[src/rtl/roberts_window_buffer_pkg.sv]
// Shared defaults and state encoding for the Roberts cross 2x2 window generator.
package roberts_pkg;

  localparam int PIX_W_DEF = 8;
  localparam int ROWS_DEF  = 242;
  localparam int COLS_DEF  = 247;

  typedef enum logic {
    FIRST_ROW = 1'b0,
    BODY      = 1'b1
  } state_t;

endpackage

[src/rtl/roberts_window_buffer_line_buffer.sv]
// One image line of pixel storage: combinational read, write on the clock edge.
module roberts_line_buffer #(
  parameter int DEPTH  = 247,
  parameter int PIX_W  = 8,
  parameter int ADDR_W = $clog2(DEPTH)
) (
  input  logic              clk,
  input  logic [ADDR_W-1:0] addr,
  input  logic [PIX_W-1:0]  wdata,
  input  logic              we,
  output logic [PIX_W-1:0]  rdata
);

  // Left unreset: row 0 of every frame fills the line before any read is used.
  logic [PIX_W-1:0] mem [DEPTH];

  assign rdata = mem[addr];

  always_ff @(posedge clk) begin
    if (we) begin
      mem[addr] <= wdata;
    end
  end

endmodule

[src/rtl/roberts_window_buffer.sv]
// Raster-order pixel stream in, 2x2 neighbourhoods with top-left coordinates out.
//
//   state     | meaning
//   ----------+-------------------------------------------------------------
//   FIRST_ROW | accepting row 0; only fills the line buffer, no windows
//   BODY      | rows 1..ROWS-1; each accept with col>=1 emits one window
module roberts_window_buffer
  import roberts_pkg::*;
#(
  parameter int ROWS  = ROWS_DEF,
  parameter int COLS  = COLS_DEF,
  parameter int PIX_W = PIX_W_DEF
) (
  input  logic                     clk,
  input  logic                     rst_n,
  input  logic                     in_valid,
  output logic                     in_ready,
  input  logic [PIX_W-1:0]         in_pixel,
  input  logic                     in_sof,
  output logic                     win_valid,
  input  logic                     win_ready,
  output logic [PIX_W-1:0]         win_p00,
  output logic [PIX_W-1:0]         win_p01,
  output logic [PIX_W-1:0]         win_p10,
  output logic [PIX_W-1:0]         win_p11,
  output logic [$clog2(ROWS)-1:0]  win_row,
  output logic [$clog2(COLS)-1:0]  win_col,
  output logic                     win_last,
  output logic                     sof_err
);

  localparam int ROW_W = $clog2(ROWS);
  localparam int COL_W = $clog2(COLS);
  localparam logic [ROW_W-1:0] ROW_LAST = ROW_W'(ROWS - 1);
  localparam logic [COL_W-1:0] COL_LAST = COL_W'(COLS - 1);

  state_t           state_q, state_d, state_eff;
  logic [ROW_W-1:0] row_q, row_d, row_eff;
  logic [COL_W-1:0] col_q, col_d, col_eff;
  logic             accept, at_origin, row_end, frame_end, load_win;
  logic [PIX_W-1:0] top_pix, top_prev_q, left_prev_q;

  assign in_ready  = !win_valid || win_ready;
  assign accept    = in_valid && in_ready;
  assign at_origin = (row_q == '0) && (col_q == '0);

  // A start-of-frame pixel is always position (0,0), whatever the counters say.
  always_comb begin
    row_eff   = row_q;
    col_eff   = col_q;
    state_eff = state_q;
    if (in_sof) begin
      row_eff   = '0;
      col_eff   = '0;
      state_eff = FIRST_ROW;
    end
  end

  assign row_end   = (col_eff == COL_LAST);
  assign frame_end = row_end && (row_eff == ROW_LAST);
  assign load_win  = accept && (state_eff == BODY) && (col_eff != '0);

  always_ff @(posedge clk or negedge rst_n) begin
    if (!rst_n) begin
      state_q <= FIRST_ROW;
    end else begin
      state_q <= state_d;
    end
  end

  always_comb begin
    state_d = state_q;
    if (accept) begin
      case (state_eff)
        FIRST_ROW: state_d = row_end ? BODY : FIRST_ROW;
        BODY:      state_d = frame_end ? FIRST_ROW : BODY;
        default:   state_d = FIRST_ROW;
      endcase
    end
  end

  always_comb begin
    row_d = row_q;
    col_d = col_q;
    if (accept) begin
      if (row_end) begin
        col_d = '0;
        row_d = frame_end ? '0 : row_eff + ROW_W'(1);
      end else begin
        col_d = col_eff + COL_W'(1);
        row_d = row_eff;
      end
    end
  end

  always_ff @(posedge clk or negedge rst_n) begin
    if (!rst_n) begin
      row_q <= '0;
      col_q <= '0;
    end else begin
      row_q <= row_d;
      col_q <= col_d;
    end
  end

  roberts_line_buffer #(
    .DEPTH (COLS),
    .PIX_W (PIX_W),
    .ADDR_W(COL_W)
  ) u_line (
    .clk  (clk),
    .addr (col_eff),
    .wdata(in_pixel),
    .we   (accept),
    .rdata(top_pix)
  );

  // top_pix still carries row-1 here; the write of in_pixel lands on the edge.
  always_ff @(posedge clk or negedge rst_n) begin
    if (!rst_n) begin
      top_prev_q  <= '0;
      left_prev_q <= '0;
    end else if (accept) begin
      top_prev_q  <= top_pix;
      left_prev_q <= in_pixel;
    end
  end

  always_ff @(posedge clk or negedge rst_n) begin
    if (!rst_n) begin
      win_valid <= 1'b0;
      win_p00   <= '0;
      win_p01   <= '0;
      win_p10   <= '0;
      win_p11   <= '0;
      win_row   <= '0;
      win_col   <= '0;
      win_last  <= 1'b0;
    end else if (load_win) begin
      win_valid <= 1'b1;
      win_p00   <= top_prev_q;
      win_p01   <= top_pix;
      win_p10   <= left_prev_q;
      win_p11   <= in_pixel;
      win_row   <= row_eff - ROW_W'(1);
      win_col   <= col_eff - COL_W'(1);
      win_last  <= frame_end;
    end else if (win_ready) begin
      win_valid <= 1'b0;
    end
  end

  always_ff @(posedge clk or negedge rst_n) begin
    if (!rst_n) begin
      sof_err <= 1'b0;
    end else if (accept && in_sof && !at_origin) begin
      sof_err <= 1'b1;
    end
  end

endmodule

[config.mk]
export PLATFORM = sky130hd
export DESIGN_NAME = roberts_window_buffer
export DESIGN_NICKNAME = d
export VERILOG_FILES = /design/src/rtl/roberts_window_buffer_pkg.sv /design/src/rtl/roberts_window_buffer_line_buffer.sv /design/src/rtl/roberts_window_buffer.sv
export SDC_FILE = /design/constraint.sdc
export NUM_CORES = 2
export LEC_CHECK = 0
export CORE_ASPECT_RATIO = 1.1
export CORE_MARGIN = 1.5
export CORE_UTILIZATION = 55
export DETAILED_ROUTE_END_ITERATION = 7
export GPL_ROUTABILITY_DRIVEN = 0
export PLACE_DENSITY_LB_ADDON = 0.2
export SYNTH_ARGS = -nofsm -noshare
export SYNTH_HDL_FRONTEND = slang
export SYNTH_SLANG_ARGS = --single-unit
[constraint.sdc]
create_clock -name clk -period 4.2 [get_ports clk]
set_clock_uncertainty 0.1 [all_clocks]
set_input_delay 0.42 -clock clk [delete_from_list [all_inputs] [get_ports clk]]
set_output_delay 0.42 -clock clk [all_outputs]
set_load 0.03 [all_outputs]
==> metrics.txt <==
final critical-path required period=4.21 ns; number of enable flip-flop cells after synthesis=1976; Post-Syn Area=82400 µm²; final-report hold violation count=0; Final setup violation count=2; row count=148; vias in the first global route=49700; setup tns final=-0.0151 ns; Critical Path Sink Type=flop; Cell variety after synth=88; Slew @ Worst Pin=1.20 ns; drt wl/cell=31.6 µm; met3 GRT Util=7.89%; peak supply drop=0.350 mV; layout cells sized above 1=14.4%; Worst path slowest cell=nor4_1; Syn Nets=5452; core area=148000 µm²; Clk pin slew, worst setup/hold paths=0.07 ns; die height=409 µm; Worst setup SP type=flop; Synth Flop Type=edfxtp_1; fin worst setup slack=-0.0144 ns; via count=52600; drt pass-1 iters=6; Min Hold Slack=0.0159 ns; fin crit share=100%; Post-CTS Repair Setup Buffers=0; drt initial violations=8048; Final Util=63.2%; Die ar.=152000 µm²; Die W=372 µm; CTS buffer count=197; final WL=249 mm; run status=finished with violations; gr busiest metal=met2; hpwl dp=154 mm; initial antenna violation count=14; Starting Density=55.6%; Max-slew headroom=20.3%; Filler Cells Inserted=10600; CTS sink cnt=2060; max incr delay on CP=0.71 ns; later-pin clock latency in the skew report=0.86 ns; CP max FO=41; Nets=5767; total gr overflow=0; GRT met2 Usage=48.5%; first-pass GRT wire length=355 mm; max cap viols=0; CTS tree=done; port bufs=64; Reg2Reg Setup Slack=-0.01 ns; commonest cells after routing, fill and taps aside=1976 x edfxtp_1, 662 x nand2_1, 417 x buf_4, 347 x nor2_1, 338 x mux2i_1; register area share after synthesis=74.5%; Synth Register Bits=2060; GRT Util Overall=32.5%; Cell Pwr Density=474 nW/µm²; commonest non-fill, non-tap cell in the layout=edfxtp_1; synthesized instance count=5431; Yosys warning count=0; most used cell, CP=buf_12; vias per cell=6.69; failing checks=setup timing; DRC=0; H-tree levels=4; worst path required time=4.84 ns; FMAX=237 MHz; I/O pin count=65; Max Root-Sink Buffers=3; Arrival @ worst endpoint=4.86 ns; Async SR Flop Fraction=4.08%; remaining antenna violation count=0; Pins Over Slew Limit=0; critical-path cell list=and2b_4 -> inv_8 -> buf_12 -> buf_12 -> mux2i_1 -> a221oi_1 -> nor4_1 -> buf_4 -> o221ai_1 -> o21ai_0 -> o22ai_1 -> mux2_2; Hold WC Path Type=input port to flop; Pleak=31.7 nW; largest net degree at the start of global routing=115; met1 Use GR=45.0%; CTS Root Cell=clkbuf_16; Area Growth Syn to Fin=13.7%; Avg Cell Area, Syn=15.2 µm²; RSZ-0062 raised after global routing=false; Crit Path Class=flop to flop
[flip-flops by register name (all words and copies together), names as in the netlist]
signal and flops:
u_line.mem 1976, col_q 8, left_prev_q 8, row_q 8
top_prev_q 8, win_col 8, win_p00 8, win_p01 8
win_p10 8, win_p11 8, win_row 8, sof_err 1
state_q 1, win_last 1, win_valid 1
[critical path: cells and delay by family (launching register included)]
kind / cells / cell delay, ns
multiplexers: 2 / 0.51
AO/OA/AOI/OAI: 4 / 0.74
AND/OR/NAND/NOR: 2 / 0.99
flip-flops: 1 / 0.62
buffers and inverters: 4 / 1.10
[where the power goes]
group | switching (W) | internal (W)
clock network | 0.00763 | 0.00955
registers | 0.0000926 | 0.0226
logic | 0.00328 | 0.00135
[per-stage QoR]
step                      instance area [µm²]  setup slack, ns  total power, W  cells
final                                   93700          -0.0144          0.0445   7871
after CTS                               93700           0.0459          0.0444   7861
after global routing                    93700           0.0428          0.0455   7862
after detailed placement                87400          0.00278          0.0276   7492
after floorplan                         82400            0.995          0.0255   5431
after global placement                  87400           -0.418          0.0275   7491
[metal layers]
layer / part of all wire, % / vias up
li1: - / 22000
met1: 38 / 26400
met2: 45 / 3622
met3: 12 / 645
met4: 5.1 / 14
met5: 0.032 / -
[final timing paths]
path / startpoint / to / cells after the start
worst max-delay path: col_q[0]$_DFFE_PN0N_ / win_p01[0]$_DFFE_PN0P_ / 12
worst min-delay path: in_pixel[4] / u_line.mem[43][4]$_DFFE_PP_ / 1
worst max register to register: col_q[0]$_DFFE_PN0N_ / win_p01[0]$_DFFE_PN0P_ / 12
worst min register to register: left_prev_q[6]$_DFFE_PN0N_ / win_p10[6]$_DFFE_PN0P_ / 2
max in group asynchronous: rst_n / win_p11[3]$_DFFE_PN0P_ / 3
min in group asynchronous: rst_n / row_q[1]$_DFFE_PN0N_ / 2
[cells by family after synthesis]
| kind of cell | share of synthesized area [%] |
|---|---|
| buf+inv | 2.89 |
| simple gates | 7.03 |
| xor+xnor | 0.106 |
| flops | 74.5 |
| fa+ha+maj | 0.121 |
| compound gates | 10.1 |
| mux | 5.25 |
[final cells by class]
class	count	area (µm²)	area share [%]
inverters	12	65.1	0.0694
well taps	1950	2440	2.60
repair buffers	535	4840	5.16
diodes	9	22.5	0.0240
multi-input cells	2940	18700	20.0
clock buffers	264	5340	5.69
flip-flops and latches	2060	61400	65.6
clock inverters	101	875	0.933
[cells in the mapped netlist (all sizes together) (82+ instances only)]
cell    instances  area, µm²
o22ai         108        676
dfrtp          84       2100
nand2         663       2490
a221oi        128       1120
edfxtp       1976      59300
a211oi        130        976
buf           284       1830
clkbuf        135        507
o221ai        107        937
a21oi         208       1040
a311oi         82        718
mux2i         338       3380
nor2          348       1310
a31oi         113        707
o21ai         116        584
nor2b          87        544
nand3          94        470
[timing repair]
| action | in CTS | in global routing |
|---|---|---|
| hold buffers | 4 | 1 |
| endpoints found under the setup margin | 0 | 2 |
| endpoints found under the hold margin | 166 | 1 |
| gates resized for setup | 0 | 2 |
Power figures use the tool's default switching activity.
